`config.mk`:
```
export PLATFORM = sky130hd
export DESIGN_NAME = picosoc_sdram_arbiter
export DESIGN_NICKNAME = d
export VERILOG_FILES = /design/src/rtl/picosoc_sdram_arbiter.sv
export SDC_FILE = /design/constraint.sdc
export NUM_CORES = 1
export LEC_CHECK = 0
export CELL_PAD_IN_SITES_DETAIL_PLACEMENT = 1
export CELL_PAD_IN_SITES_GLOBAL_PLACEMENT = 2
export CORE_MARGIN = 1
export CORE_UTILIZATION = 19
export CTS_CLUSTER_SIZE = 28
export DETAILED_ROUTE_END_ITERATION = 6
export PLACE_DENSITY_LB_ADDON = 0.3
export SYNTH_ARGS = -nofsm -noshare
export SYNTH_HDL_FRONTEND = slang
export SYNTH_SLANG_ARGS = --single-unit
```
`constraint.sdc`:
```
create_clock -name clk_logic -period 6.21 [get_ports clk_logic]
set_input_delay 1.242 -clock clk_logic [delete_from_list [all_inputs] [get_ports clk_logic]]
set_output_delay 1.242 -clock clk_logic [all_outputs]
set_load 0.01 [all_outputs]
```
`src/rtl/picosoc_sdram_arbiter.sv`:
```
// rtl/picosoc_sdram_arbiter.sv - two-port SDRAM request arbiter with per-access wait timeout
// ARBITER_ROUND_ROBIN_EN selects round-robin on simultaneous requests; undefined gives fixed p0 priority.
module picosoc_sdram_arbiter #(
  parameter int TIMEOUT_CYCLES = 255
) (
  input  logic        clk_logic,
  input  logic        system_reset,
  input  logic        p0_valid,
  input  logic [3:0]  p0_wstrb,
  input  logic [20:0] p0_addr,
  input  logic [31:0] p0_wdata,
  output logic [31:0] p0_rdata,
  output logic        p0_ready,
  input  logic        p1_valid,
  input  logic [3:0]  p1_wstrb,
  input  logic [20:0] p1_addr,
  input  logic [31:0] p1_wdata,
  output logic [31:0] p1_rdata,
  output logic        p1_ready,
  output logic [20:0] mem_addr,
  output logic [31:0] mem_data,
  output logic [3:0]  mem_byte_en,
  output logic        mem_wr,
  output logic        mem_rd,
  output logic        mem_burst,
  input  logic [31:0] mem_q,
  input  logic        mem_ready,
  output logic        timeout_err
);
  typedef enum logic [1:0] {IDLE, BUSY, RELEASE} state_t;
  localparam logic [8:0] TIMEOUT_LIM = 9'(TIMEOUT_CYCLES);

  state_t      state_q, state_d;
  logic        grant_q, grant_d;
  logic [8:0]  wait_cnt_q, wait_cnt_d;
  logic [20:0] addr_q, addr_d;
  logic [31:0] data_q, data_d;
  logic [3:0]  byte_en_q, byte_en_d;
  logic        wr_q, wr_d;
  logic        rd_q, rd_d;
  logic        timeout_err_q, timeout_err_d;
  logic        win_p1;
  logic [3:0]  win_wstrb;
  logic        done;
  logic        forced;

`ifdef ARBITER_ROUND_ROBIN_EN
  logic last_q, last_d;
  // On a tie the port that did not win last time goes first.
  assign win_p1 = p1_valid && (!p0_valid || !last_q);
`else
  assign win_p1 = p1_valid && !p0_valid;
`endif

  always_comb begin
    state_d       = state_q;
    grant_d       = grant_q;
    wait_cnt_d    = wait_cnt_q;
    addr_d        = addr_q;
    data_d        = data_q;
    byte_en_d     = byte_en_q;
    wr_d          = wr_q;
    rd_d          = rd_q;
    timeout_err_d = timeout_err_q;
    done          = 1'b0;
    forced        = 1'b0;
    win_wstrb     = win_p1 ? p1_wstrb : p0_wstrb;
`ifdef ARBITER_ROUND_ROBIN_EN
    last_d        = last_q;
`endif
    case (state_q)
      IDLE: begin
        if (p0_valid || p1_valid) begin
          grant_d    = win_p1;
          addr_d     = win_p1 ? p1_addr : p0_addr;
          data_d     = win_p1 ? p1_wdata : p0_wdata;
          byte_en_d  = win_wstrb;
          wr_d       = |win_wstrb;
          rd_d       = ~|win_wstrb;
          wait_cnt_d = 9'd0;
          state_d    = BUSY;
`ifdef ARBITER_ROUND_ROBIN_EN
          last_d     = win_p1;
`endif
        end
      end
      BUSY: begin
        if (mem_ready) begin
          done = 1'b1;
        end else if (wait_cnt_q >= TIMEOUT_LIM) begin
          done   = 1'b1;
          forced = 1'b1;
        end else begin
          wait_cnt_d = wait_cnt_q + 9'd1;
        end
        // The access finishes even if its requester has gone away; only ready is withheld.
        if (done) begin
          wr_d          = 1'b0;
          rd_d          = 1'b0;
          state_d       = RELEASE;
          timeout_err_d = timeout_err_q | forced;
        end
      end
      RELEASE: state_d = IDLE;
      default: state_d = IDLE;
    endcase
  end

  always_ff @(posedge clk_logic) begin
    if (system_reset) begin
      state_q       <= IDLE;
      grant_q       <= 1'b0;
      wait_cnt_q    <= 9'd0;
      addr_q        <= 21'd0;
      data_q        <= 32'd0;
      byte_en_q     <= 4'd0;
      wr_q          <= 1'b0;
      rd_q          <= 1'b0;
      timeout_err_q <= 1'b0;
`ifdef ARBITER_ROUND_ROBIN_EN
      last_q        <= 1'b1;
`endif
    end else begin
      state_q       <= state_d;
      grant_q       <= grant_d;
      wait_cnt_q    <= wait_cnt_d;
      addr_q        <= addr_d;
      data_q        <= data_d;
      byte_en_q     <= byte_en_d;
      wr_q          <= wr_d;
      rd_q          <= rd_d;
      timeout_err_q <= timeout_err_d;
`ifdef ARBITER_ROUND_ROBIN_EN
      last_q        <= last_d;
`endif
    end
  end

  assign p0_ready    = done && !grant_q && p0_valid;
  assign p1_ready    = done && grant_q && p1_valid;
  assign p0_rdata    = forced ? 32'hFFFF_FFFF : mem_q;
  assign p1_rdata    = forced ? 32'hFFFF_FFFF : mem_q;
  assign mem_addr    = addr_q;
  assign mem_data    = data_q;
  assign mem_byte_en = byte_en_q;
  assign mem_wr      = wr_q;
  assign mem_rd      = rd_q;
  assign mem_burst   = 1'b0;
  assign timeout_err = timeout_err_q;

endmodule
```
# Yosys cells after proc, flatten, opt, wreduce, memory -nomap -nowiden
# Cells that the tools add are included.
# W data, S select, Z words.
[totals]
reg_bits = 72
output_inout_bits = 127
[op_classes]
bitwise_logic = 1
n_reduce_logical = 17
magnitude_cmp = 1
addsub = 1
n_eq_ne = 5
muxes = 23
[ops]
columns = ["op", "count"]
rows = [
  ["$mux W32", 2],
  ["$mux W9", 3],
  ["$mux W21", 1],
  ["$pmux W9 S2", 1],
  ["$mux W1", 10],
  ["$add A9 B1 Y9 const B", 1],
  ["$ge A9 B8 Y1 const B", 1],
  ["$ne A2 B2 Y1 const B", 4],
  ["$reduce_and A2 Y1", 3],
  ["$logic_and A1 B1 Y1", 5],
  ["$mux W2", 2],
  ["$mux W4", 1],
  ["$pmux W1 S2", 2],
  ["$pmux W2 S2", 1],
  ["$reduce_and A4 Y1", 1],
  ["$reduce_or A4 Y1", 1],
  ["$logic_not A1 Y1", 3],
  ["$reduce_and A3 Y1", 1],
  ["$eq A2 B1 Y1 const B", 1],
  ["$logic_not A2 Y1", 1],
  ["$reduce_bool A2 Y1", 1],
  ["$logic_or A1 B1 Y1", 1],
  ["$or A1 B1 Y1", 1],
]

# Logic depth before layout (Yosys ltp)
[logic_depth]
depth_word = 7
depth_mapped = 9
mapped_depth_nobuf = 8

# Worst setup path before layout
# OpenSTA, ideal clock, no wires.
[synth_path]
kind = "input-to-output"
start = "input port mem_ready"
end = "output port p1_rdata[10]"
path_buffers = 2
t_arrival_ns = 2.093
path_stages = 4
t_required_ns = 4.968
slack_ns = 2.875
cell_sequence = "or3_4 buf_2 nand2b_1 buf_4"
[synth_between]
elab_chain_cells = 4
[synth_lines]
columns = ["item", "line_no", "source"]
rows = [
  ["start: declaration", "27", "input logic mem_ready,"],
  ["$mux W1", "88", "if (mem_ready) begin"],
  ["$mux W1 (2 in a row)", "71", "case (state_q)"],
  ["$mux W32", "-", ""],
  ["end: declaration", "18", "output logic [31:0] p1_rdata,"],
]
# No other way between the ends. The select of a mux whose other input is x is not followed.

# Final worst setup path
[layout_path]
start = "register wait_cnt_q[1]"
end = "output port p1_rdata[7]"
[layout_between]
elab_chain_cells = 6
[layout_lines]
columns = ["item", "line_no", "source"]
rows = [
  ["start: declaration", "35", "logic [8:0] wait_cnt_q, wait_cnt_d;"],
  ["start signal: assignment", "126", "wait_cnt_q <= wait_cnt_d;"],
  ["$ge A9 B8 Y1", "90", "end else if (wait_cnt_q >= TIMEOUT_LIM) begin"],
  ["$mux W1", "90", ""],
  ["$mux W1", "88", ""],
  ["$mux W1 (2 in a row)", "71", ""],
  ["$mux W32", "142", "assign p1_rdata = forced ? 32'hFFFF_FFFF : mem_q;"],
]
# No other way between the ends. The select of a mux whose other input is x is not followed.

==> impl_metrics.json <==
{
  "p_per_area_mw_per_mm2": 211,
  "grt_pass1_wl_um": 21500,
  "top_level_ports": 278,
  "grt_usage": 0.139,
  "cap_violations": 0,
  "post-dp-hpwl_um": 11300,
  "grt_pass1_vias": 3954,
  "total_power_mw": 1.44,
  "place_inst": 904,
  "insertedDiodeCount": 0,
  "min_path_type": "register to register",
  "synth_top_cell_by_area": "dfxtp_1",
  "cts_setup_buffers": 0,
  "critical-path-max-stage-delay_ps": 560,
  "cp.required_ps": 4970,
  "fin_crit_ps": 4350,
  "cts_tree": "built",
  "seq_area_mm2": 0.00144,
  "startpoint_type": "register",
  "fmax_ghz": 0.230,
  "layout_common_cells": "clkdlybuf4s50_1 (275), dfxtp_1 (72), nor2_1 (62)",
  "grtUsageMet3": 0.0716,
  "clockBufferDepth": 2,
  "cp.arrival_ps": 3100,
  "insertion_delay_ps": 340,
  "grt_max_degree": 87,
  "ant_nets": 0,
  "avgSynthCellArea_um2": 8.94,
  "drt_iter0_markers": 108,
  "run_status": "complete, no violations",
  "cts_made_buffers": 9,
  "cts_sinks": 72,
  "crit_chain": "ha_1 -> nand2_1 -> nor3_1 -> ha_1 -> a311oi_1 -> or3_4 -> nand2b_1 -> clkdlybuf4s50_1",
  "fp.dieW_um": 143,
  "hold_buffers": 0,
  "initial_utilization": 0.195,
  "tightest_slew_ps": 961,
  "grt_use_met1": 0.140,
  "dpl_cell_area_mm2": 0.00653,
  "setup_viol": 0,
  "slew_violations": 0,
  "finalHoldViolCount": 0,
  "crit_fanout": 33,
  "multi_input_comb_area_mm2": 0.00194,
  "final_common_cell": "clkdlybuf4s50_1",
  "use_met2": 0.242,
  "core_area_mm2": 0.0195,
  "vias": 3968,
  "place_congestion": 0.768,
  "worst-path-buf-inv": 1,
  "drt-total-wl_um": 14300,
  "clkSlewWorstSetupHoldPaths_ps": 60,
  "die_y_um": 143,
  "fp-row-count": 51,
  "setup_tns_ps": 0,
  "avgRoutedWirePerCell_um": 15.6,
  "whs_ps": 453,
  "dieArea_mm2": 0.0206,
  "busiest_layer": "met2",
  "slowest_stage": "clkdlybuf4s50_1",
  "period_share": 0.700,
  "syn_nets": 578,
  "drc": 0,
  "clock-root-buffer": "clkbuf_16",
  "ys_warn_count": 0,
  "crit_top_cell": "ha_1",
  "area_growth_pct": 79.1,
  "via_per_inst": 4.32,
  "port_buffers": 276,
  "total_leakage_power_nw": 2.50,
  "syn_area_mm2": 0.00380,
  "ir_drop_v": 0.000116,
  "finalNonFillerCells": 919,
  "synth_top_area_share": 0.379,
  "fin_skew_ps": 6.62,
  "dr.pass1.iters": 4,
  "antenna_found_initial": 0,
  "cts_max_level": 3,
  "synth_area_leaders": "dfxtp_1 (38%), mux2i_1 (15%), a211oi_1 (12%)",
  "yosysSeqAreaShare": 0.379,
  "final_area_mm2": 0.00680,
  "ys_ff_latch": 72,
  "maxSlewHeadroom": 0.359,
  "nFillCells": 2258,
  "layout-drive-gt1-share": 0.0398,
  "grt_overflow": 0,
  "postSynthCellCount": 425,
  "ctsResizeCount": 0,
  "end_kind": "output pin",
  "rsz0062_at_grt": "false",
  "crit_family": "simple AND/OR/NAND/NOR gates",
  "synth_cell_types": 41,
  "nets": 803,
  "worstSetupPathType": "register to output pin"
}
## registers in the layout, summed over array words and instances, names as in the netlist
signal,cells
state_q,2
mem_rd,1
mem_wr,1
mem_addr,21
mem_data,32
wait_cnt_q,9
timeout_err,1
mem_byte_en,4
grant_q,1
## report_power, final
| group | internal, mW | switching [mW] | total [mW] |
|---|---|---|---|
| sequential | 0.507 | 0.0237 | 0.530 |
| combinational | 0.243 | 0.173 | 0.416 |
| clock | 0.289 | 0.203 | 0.492 |
## worst min-delay path, delay by kind of cell (launching register included)
| family | cells | cell delay [ps] |
|---|---|---|
| buf+inv | 1 | 60 |
| compound gates | 1 | 40 |
| flops | 1 | 310 |
## layout make-up
type                       count  share of cell area
clock buffer                  12              0.0377
clock inverter                 3             0.00258
inverter                       7             0.00386
multi-input combinational    280               0.285
sequential                    72               0.212
tap                          265              0.0487
timing repair buffer         280               0.410
## kinds of logic (layout without fill, tap and decap cells)
kind of cell,count (synthesis),in the layout,synth area share
simple gates,128,128,0.168
compound gates,91,91,0.178
buf+inv,73,302,0.114
flops,72,72,0.379
mux,58,58,0.153
fa+ha+maj,2,2,0.00659
other cells,1,1,0.000987
## path summary, 6_finish.rpt
path            startpoint          end  slack [ps]  depth (start not counted)
min reg2reg    timeout_err  timeout_err         450                          2
max          wait_cnt_q[1]  p1_rdata[7]        1860                          8
min            timeout_err  timeout_err         450                          2
max reg2reg     state_q[0]  mem_data[1]        3850                          5
## stage by stage
step | setup WS, ps | utilization
6_report | 1860 | 0.348
4_1_cts | 1850 | 0.348
3_3_place_gp | 1930 | 0.334
2_1_floorplan | 2870 | -
3_5_place_dp | 1910 | 0.334
5_1_grt | 1670 | 0.348
## routing by layer
metal,wire (um),vias up,share of wire
met5,0,-,0
met4,166,0,0.012
met3,1990,12,0.14
met2,6820,215,0.47
met1,5380,1797,0.37
li1,-,1944,-
## cell usage after synthesis (all sizes together)
| master | n |
|---|---|
| or4 | 2 |
| buf | 49 |
| o21ai | 6 |
| and3 | 2 |
| nor2 | 62 |
| o2111a | 1 |
| ha | 2 |
| nor4 | 3 |
| a21oi | 7 |
| a31oi | 2 |
| a311oi | 2 |
| nor2b | 1 |
| nand3 | 5 |
| nor3 | 4 |
| inv | 7 |
| a21o | 1 |
| clkbuf | 17 |
| mux2i | 58 |
| nor3b | 1 |
| a211oi | 59 |
| o41ai | 3 |
| a41oi | 1 |
| a41o | 1 |
| o311ai | 4 |
| o31ai | 3 |
| or3 | 3 |
| nand2 | 7 |
| nand2b | 33 |
| o21a | 1 |
| conb | 1 |
| or3b | 1 |
| and4 | 2 |
| dfxtp | 72 |
| nand4 | 2 |
Note: power is estimated with default switching activity, not from simulation.
